## src/rtl/irda_sir_if.sv

```systemverilog
// UART-side / IR-side signal bundle for one IrDA SIR codec channel.
interface irda_sir_if;
  logic [15:0] div;
  logic        tx_nrz;
  logic        ir_tx;
  logic        tx_busy;
  logic        ir_rx;
  logic        rx_nrz;

  modport master (output div, tx_nrz, ir_rx, input ir_tx, tx_busy, rx_nrz);
  modport slave  (input div, tx_nrz, ir_rx, output ir_tx, tx_busy, rx_nrz);
endinterface

```

## src/rtl/irda_sir_codec.sv

```systemverilog
// IrDA SIR 3/16 modulator/demodulator for one UART channel.
// Optional IRDA_ECHO_SUPPRESS_EN blanks RX while (and 16 rx ticks after) TX is busy.
module irda_sir_codec #(
  parameter bit RX_ACTIVE_LOW = 1'b1,
  parameter int PULSE_TICKS   = 3,
  parameter int MIN_PULSE_CLK = 2
) (
  input  logic       clk,
  input  logic       reset,
  irda_sir_if.slave  bus
);
  localparam int FW = $clog2(MIN_PULSE_CLK + 1);
  localparam logic [FW-1:0] FMAX = FW'(MIN_PULSE_CLK);
  localparam logic [FW-1:0] FDET = FW'(MIN_PULSE_CLK - 1);
  localparam logic [4:0]    PW   = 5'(PULSE_TICKS);

  typedef enum logic {TX_IDLE, TX_ZERO} tx_state_t;

  // >= rather than == so a lowered divisor takes effect without a full wrap
  logic [15:0] div_m1;
  logic [15:0] tx_cnt, rx_cnt;
  logic        tx_tick, rx_tick;
  assign div_m1  = (bus.div == 16'd0) ? 16'd0 : bus.div - 16'd1;
  assign tx_tick = (tx_cnt >= div_m1);
  assign rx_tick = (rx_cnt >= div_m1);

  // ---------------- TX ----------------
  tx_state_t   tx_st;
  logic        tx_s1, tx_s, tx_d;
  logic [3:0]  phase, phase_nx;
  logic        ir_tx_q, busy_q;
  assign phase_nx = tx_tick ? phase + 4'd1 : phase;

  always_ff @(posedge clk) begin
    if (reset) begin
      tx_s1   <= 1'b1;
      tx_s    <= 1'b1;
      tx_d    <= 1'b1;
      tx_st   <= TX_IDLE;
      phase   <= 4'd0;
      tx_cnt  <= 16'd0;
      ir_tx_q <= 1'b0;
      busy_q  <= 1'b0;
    end else begin
      tx_s1 <= bus.tx_nrz;
      tx_s  <= tx_s1;
      tx_d  <= tx_s;
      case (tx_st)
        TX_IDLE: begin
          tx_cnt <= 16'd0;
          phase  <= 4'd0;
          if (tx_d && !tx_s) begin
            tx_st   <= TX_ZERO;
            ir_tx_q <= 1'b1;
            busy_q  <= 1'b1;
          end
        end
        TX_ZERO: begin
          if (tx_s) begin
            // line back high: drop the pulse even if it is cut short
            tx_st   <= TX_IDLE;
            ir_tx_q <= 1'b0;
            busy_q  <= 1'b0;
            tx_cnt  <= 16'd0;
            phase   <= 4'd0;
          end else begin
            tx_cnt  <= tx_tick ? 16'd0 : tx_cnt + 16'd1;
            phase   <= phase_nx;
            ir_tx_q <= ({1'b0, phase_nx} < PW);
          end
        end
        default: tx_st <= TX_IDLE;
      endcase
    end
  end

  // ---------------- RX ----------------
  logic          ir_s1, ir_s, act, blk, detect;
  logic [FW-1:0] fcnt;
  logic [3:0]    win;
  logic          rx_q;
  assign act    = ir_s ^ RX_ACTIVE_LOW;
  assign detect = act && !blk && (fcnt == FDET);

`ifdef IRDA_ECHO_SUPPRESS_EN
  logic [4:0] esc;
  always_ff @(posedge clk) begin
    if (reset)                   esc <= 5'd0;
    else if (busy_q)             esc <= 5'd16;
    else if (esc != 5'd0 && rx_tick) esc <= esc - 5'd1;
  end
  assign blk = busy_q || (esc != 5'd0);
`else
  assign blk = 1'b0;
`endif

  always_ff @(posedge clk) begin
    if (reset) begin
      ir_s1  <= RX_ACTIVE_LOW;
      ir_s   <= RX_ACTIVE_LOW;
      fcnt   <= '0;
      rx_cnt <= 16'd0;
      win    <= 4'd0;
      rx_q   <= 1'b1;
    end else begin
      ir_s1 <= bus.ir_rx;
      ir_s  <= ir_s1;
      if (!act || blk)     fcnt <= '0;
      else if (fcnt != FMAX) fcnt <= fcnt + 1'b1;
      rx_cnt <= (detect || rx_tick) ? 16'd0 : rx_cnt + 16'd1;
      // a fresh detect restarts the 16-tick low window and beats expiry
      if (detect) begin
        rx_q <= 1'b0;
        win  <= 4'd0;
      end else if (!rx_q && rx_tick) begin
        if (win == 4'd15) rx_q <= 1'b1;
        else              win  <= win + 4'd1;
      end
    end
  end

  assign bus.ir_tx   = ir_tx_q;
  assign bus.tx_busy = busy_q;
  assign bus.rx_nrz  = rx_q;
endmodule

```

## src/flat_wrapper.sv

```systemverilog
// flat-port wrapper written by rule: the top's interface ports become plain ports
module irda_sir_codec_flat 
#(
  parameter bit RX_ACTIVE_LOW = 1'b1,
  parameter int PULSE_TICKS   = 3,
  parameter int MIN_PULSE_CLK = 2
)
  (clk, reset, bus_div, bus_tx_nrz, bus_ir_rx, bus_ir_tx, bus_tx_busy, bus_rx_nrz);
  irda_sir_if bus_i ();
  input  logic clk;
  input  logic reset;
  input wire logic [$bits(bus_i.div)-1:0] bus_div;
  input wire logic [$bits(bus_i.tx_nrz)-1:0] bus_tx_nrz;
  input wire logic [$bits(bus_i.ir_rx)-1:0] bus_ir_rx;
  output wire logic [$bits(bus_i.ir_tx)-1:0] bus_ir_tx;
  output wire logic [$bits(bus_i.tx_busy)-1:0] bus_tx_busy;
  output wire logic [$bits(bus_i.rx_nrz)-1:0] bus_rx_nrz;
  assign bus_i.div = bus_div;
  assign bus_i.tx_nrz = bus_tx_nrz;
  assign bus_i.ir_rx = bus_ir_rx;
  assign bus_ir_tx = bus_i.ir_tx;
  assign bus_tx_busy = bus_i.tx_busy;
  assign bus_rx_nrz = bus_i.rx_nrz;
  irda_sir_codec #(.RX_ACTIVE_LOW(RX_ACTIVE_LOW), .PULSE_TICKS(PULSE_TICKS), .MIN_PULSE_CLK(MIN_PULSE_CLK)) u_core (.clk(clk), .reset(reset), .bus(bus_i));
endmodule
```

## config.mk

```make
export PLATFORM = sky130hd
export DESIGN_NAME = irda_sir_codec_flat
export DESIGN_NICKNAME = d
export VERILOG_FILES = /design/src/rtl/irda_sir_if.sv /design/src/rtl/irda_sir_codec.sv /design/src/flat_wrapper.sv
export SDC_FILE = /design/constraint.sdc
export NUM_CORES = 1
export LEC_CHECK = 0
export CAP_MARGIN = 20
export CORE_ASPECT_RATIO = 1.4
export CORE_MARGIN = 1
export CORE_UTILIZATION = 48
export DETAILED_ROUTE_END_ITERATION = 7
export GPL_TIMING_DRIVEN = 0
export HOLD_SLACK_MARGIN = 0.15
export MAX_ROUTING_LAYER = met4
export PLACE_DENSITY = 0.72
export SLEW_MARGIN = 20
export SYNTH_ARGS = -nofsm -noshare
export SYNTH_HDL_FRONTEND = slang
export SYNTH_SLANG_ARGS = --single-unit
export TNS_END_PERCENT = 1
```

## constraint.sdc

```tcl
create_clock -name clk -period 6.7 [get_ports clk]
set_clock_uncertainty 0.15 [all_clocks]
set_input_delay 1.34 -clock clk [delete_from_list [all_inputs] [get_ports clk]]
set_output_delay 1.34 -clock clk [all_outputs]
set_load 0.02 [all_outputs]
```

---- Word level (Yosys, flattened, before mapping) ----
Cells that the tools add are included.
word-level totals
  logic and storage cells ................. 64
  register bits after elaboration ......... 51
  output and inout bits ................... 3
operators by class
  $lt $le $gt $ge ......................... 3
  reductions and logical operators ........ 15
  add/sub/neg operators ................... 6
  eq/ne operators ......................... 5
  multiplexer cells ....................... 18
  bitwise gates (word level) .............. 3
operators with widths
  kind                   count
  $mux 16                3
  $add 16x1->16 const B  2
  $ge 16x16->1           2
  $pmux 16 s2            1
  $logic_not 16->1       1
  $sub 16x1->16 const B  1
  $add 4x1->4 const B    2
  $mux 1                 8
  $mux 4                 2
  $pmux 4 s2             1
  $pmux 1 s2             3
  $reduce_and 2->1       3
  $reduce_or 2->1        3
  $eq 4x4->1 const B     1
  $lt 4x2->1 const B     1
  $ne 2x2->1 const B     2
  $reduce_bool 2->1      2
  $logic_and 1x1->1      3
  $not 1->1              3
  $add 2x1->2 const B    1
  $eq 2x1->1 const B     1
  $logic_not 1->1        2
  $ne 2x1->1 const B     1
  $logic_or 1x1->1       1

---- Longest topological paths before layout ----
  word-level depth ........................ 7
  mapped depth ............................ 16
  depth with buffers taken out ............ 13

---- Least setup slack after synthesis ----
OpenSTA, ideal clock, no wires.
  kind .................................... input port to flip-flop
  start ................................... input port bus_div[7]
  end ..................................... register u_core.tx_cnt[10]
  setup time .............................. 0.117 ns
  data arrival time ....................... 4.777 ns
  stages .................................. 15
  slack ................................... 1.656 ns
  path buffers ............................ 3
  cells stage by stage .................... or4_4 -> or4_4 -> buf_6 -> or3_4 -> nor3_2 -> a21oi_1 -> ha_1 -> nand4_1 -> nor3_1 -> o21ai_0 -> o211ai_1 -> or2_1 -> clkbuf_1 -> buf_2 -> nor2_1
between the ends
  cells in the longest elaborated chain, start to end .. 6
  elaborated cells between the ends (all ways) .. 7
  classes of those cells .................. add/sub: 1; order compare: 1; mux: 4; reduce/logical: 1
RTL lines
  what                                               line                  text
  start, declared                                    flat_wrapper.sv:12    input wire logic [$bits(bus_i.div)-1:0] bus_div;
  $sub 16x1->16 or $logic_not 16->1 (tied branches)  irda_sir_codec.sv:23  assign div_m1 = (bus.div == 16'd0) ? 16'd0 : bus.div - 16'd1;
  $mux 16 *                                          irda_sir_codec.sv:23
  $ge 16x16->1 *                                     irda_sir_codec.sv:24  assign tx_tick = (tx_cnt >= div_m1);
  $mux 16 *                                          irda_sir_codec.sv:67  tx_cnt <= tx_tick ? 16'd0 : tx_cnt + 16'd1;
  $mux 16 *                                          irda_sir_codec.sv:59  if (tx_s) begin
  $pmux 16 s2 *                                      irda_sir_codec.sv:48  case (tx_st)
  end signal, assigned                               irda_sir_codec.sv:67
  end, declared                                      irda_sir_codec.sv:21  logic [15:0] tx_cnt, rx_cnt;
Mark *: on every way between the ends. The rest lies on a longest branch, timed or not.
A chain may end at the register's enable or synchronous reset.

---- Final worst setup path ----
  start ................................... input port bus_div[5]
  end ..................................... register u_core.tx_cnt[14]
Same word-level chain as after synthesis.

==> impl_metrics.csv <==
group,metric,value,unit
worst_setup_path,worst_r2r_startpoint,"u_core.rx_cnt[0]",
timing,tightest_slew,0.8985,ns
run,drv_cap,0,
power_and_ir_drop,p_leak,1.436,nW
timing,layout_min_cycle_time,5.808,ns
timing,fin_setup_tns,0,ns
worst_setup_path,reg2reg_slack,3.74,ns
power_and_ir_drop,power_density,155.9,nW/um2
clocking,ctsHoldBuffers,0,
finish,layout.nets,465,
routing,drt_pass1_iterations,6,
clocking,clockBufferDepth,2,
worst_setup_path,reg2reg_depth,10,
clocking,ctsResizeCount,0,
finish,final_util,56.56,%
clocking,cts_setup_buffers,0,
worst_setup_path,arrival,5.86,ns
placed_design,gp_congestion,0.9036,
finish,layout-drive-gt1-share,7.143,%
power_and_ir_drop,power,0.5550,mW
yosys,syn_area_per_cell,8.392,um2
die,num_io_pins,23,
worst_hold_path,min_path_type,"flop to flop",
routing,wirelength,6154,um
routing,num_vias,2602,
placed_design,dp_cells,470,
routing,via_per_inst,5.444,
worst_hold_path,hp-start,"u_core.ir_s1",
yosys,synth_edf_count,0,
routing,antenna_left,0,
finish,syn2layout_area_growth,12.85,%
placed_design,portBuffers,22,
global_routing,grt_pass1_vias,2556,
placed_design,hpwl,4970,um
clocking,cts_root_buf,"clkbuf_8",
die,die-area,6907,um2
timing,fmax,0.1722,GHz
worst_hold_path,whs_endpoint,"u_core.ir_s",
yosys,ys_seq_area_share,32.36,%
global_routing,grt_overflow,0,
timing,rsz0062_at_grt,"false",
clocking,tritoncts,"built",
yosys,yosysUniqueCellTypes,46,
die,initial_utilization,50.12,%
yosys,synthesis.nets,436,
power_and_ir_drop,p_switching,0.1425,mW
timing,hold_viol,0,
clocking,cts_made_buffers,5,
worst_setup_path,critPathMaxFanout,10,
global_routing,grt_pass1_wl,10870,um
clocking,cts_max_level,2,
yosys,synth-main-ff-cell,"dfxtp_1",
power_and_ir_drop,clockPowerShare,33.6,%
clocking,insertion_delay,0.31,ns
routing,post_drt_wl_per_cell,12.87,um
yosys,syn-cell-area,3156,um2
die,die_y,97.94,um
power_and_ir_drop,swShare,25.68,%
clocking,cts.sinks,51,
worst_setup_path,worstSetupEndpointType,"flop",
worst_setup_path,critical_path_required,6.75,ns
global_routing,grt_usage,19.91,%
finish,design_area,3561,um2
finish,instances_no_fill,478,
routing,drtIter0Drc,92,
power_and_ir_drop,irDropWorstVdd,0.1114,mV
yosys,synth_seq_cells,51,
yosys,syn_inst,376,
worst_setup_path,start_kind,"input port",
worst_setup_path,crit_type,"input port to flop",
finish,fill_cells,586,
outcome,outcome,"finished with violations",
yosys,async_flop_share,0,%
global_routing,grt_max_degree,19,
worst_hold_path,min_path_cells,1,
placed_design,post_dp_cell_area,3466,um2
power_and_ir_drop,p_comb_share,10.5,%
worst_setup_path,reg2reg_to,"u_core.rx_cnt[5]",
yosys,synth_warnings,0,
global_routing,antenna_found_initial,0,
timing,max_slew_margin,39.26,%
outcome,violations,"design-rule violations",
timing,fin_crit_sh,86.69,%
die,row_count,34,
power_and_ir_drop,sequentialPowerShare,55.9,%
power_and_ir_drop,p_int,0.4125,mW
clocking,path_clk_slew,0.10,ns
die,core,6296,um2
timing,slew_viol_final,0,
die,die_x,70.53,um
finish,diodes,0,
timing,finalSetupViolCount,0,
routing,drc_errors,2,
cells in the mapped netlist, types with 3 or more instances:
master    instances  area [um2]
nor2_1           59       221.5
dfxtp_1          51        1021
ha_1             40       500.5
nand2_1          29       108.9
xor2_1           25       219.0
a21oi_1          20       100.1
nand3_1          18       90.09
inv_1            17       63.81
xnor2_1          16       140.1
o21ai_0          12       60.06
nor3_1           11       55.05
nand4_1           9       56.30
or2_2             8       50.05
nand2b_1          6       37.54
nor2b_1           5       31.28
clkbuf_1          4       15.01
a21o_1            3       22.52
a31oi_1           3       18.77
and3_1            3       18.77
mux2i_1           3       30.03
critical path, stage by stage:
cell and delay (ns):
clkdlybuf4s50_1 0.48, or4_4 0.57, or4_4 0.44, buf_6 0.15, or3_4 0.37, nor3_2 0.15, a21oi_1 0.10, ha_1 0.32
nand4_1 0.12, nor3_1 0.20, o21ai_0 0.12, o211ai_1 0.64, or2_1 0.22, clkbuf_1 0.28, buf_2 0.29, nor2_1 0.08
cell usage in the layout, fill, tap and decap left out, types with 4 or more instances in the layout:
cell type / Yosys / routed
nand2b_1: 6 / 6
a21oi_1: 20 / 20
or2_2: 8 / 8
nand3_1: 18 / 18
nand4_1: 9 / 9
o21ai_0: 12 / 12
clkbuf_1: 4 / 4
dfxtp_1: 51 / 51
nor2_1: 59 / 59
nand2_1: 29 / 29
ha_1: 40 / 40
clkdlybuf4s50_1: 0 / 22
inv_1: 17 / 17
nor2b_1: 5 / 5
xnor2_1: 16 / 16
clkbuf_8: 0 / 5
nor3_1: 11 / 11
xor2_1: 25 / 25
per-stage QoR:
step | hold slack, ns | worst slack [ns]
finish | 0.2733 | 0.8919
global route | 0.3111 | 0.6552
CTS | 0.2780 | 0.8791
detailed placement | 0.2518 | 0.5527
global placement | 0.2431 | 0.6172
floorplan | 0.2395 | 1.656
how the worst max path moves through the flow:
| stage | depth (start not counted) | slack (ns) | endpoint | from |
|---|---|---|---|---|
| global placement | 16 | 0.62 | u_core.tx_cnt[15] | bus_div[5] |
| global route | 16 | 0.66 | u_core.tx_cnt[1] | bus_div[5] |
| CTS | 16 | 0.88 | u_core.tx_cnt[14] | bus_div[5] |
| finish | 16 | 0.89 | u_core.tx_cnt[14] | bus_div[5] |
| detailed placement | 16 | 0.55 | u_core.tx_cnt[10] | bus_div[5] |
| floorplan | 15 | 1.66 | u_core.tx_cnt[10] | bus_div[7] |
cells by family after synthesis:
group | count (synthesis) | share of synthesized area [%]
mux | 3 | 0.9517
simple gates | 165 | 26.25
compound gates | 52 | 10.03
fa+ha+maj | 40 | 15.86
xor+xnor | 41 | 11.38
buf+inv | 24 | 3.172
flops | 51 | 32.36
cell type report:
class	count	area (um2)	share of cell area [%]
flip-flops and latches	51	1021	28.67
clock inverters	3	26.28	0.7379
well taps	72	90.09	2.530
plain buffers	7	36.28	1.019
repair buffers	22	220.2	6.184
multi-input cells	301	2034	57.13
inverters	17	63.81	1.792
clock buffers	5	68.82	1.933
registers in the layout, summed over array words and instances, names as in the netlist:
register	cells
u_core.fcnt	2
u_core.bus.rx_nrz	1
u_core.tx_st	1
u_core.tx_cnt	16
u_core.tx_d	1
u_core.bus.ir_tx	1
u_core.phase	4
u_core.tx_s	1
u_core.bus.tx_busy	1
u_core.win	4
u_core.tx_s1	1
u_core.ir_s1	1
u_core.ir_s	1
u_core.rx_cnt	16
power by group through the flow:
stage,clock network (mW),logic [mW],registers (mW)
after floorplan,0,0.0318,0.317
after global placement,0,0.0564,0.317
after detailed placement,0,0.0583,0.317
after CTS,0.193,0.0588,0.310
after global routing,0.208,0.0666,0.311
final,0.186,0.0585,0.310
layer usage:
metal	global-route usage, %	wire length (um)
met1	22.76	2782
met2	35.18	3143
met3	3.406	127
met4	5.965	102
met5	-	0
Note: power is estimated with default switching activity, not from simulation.
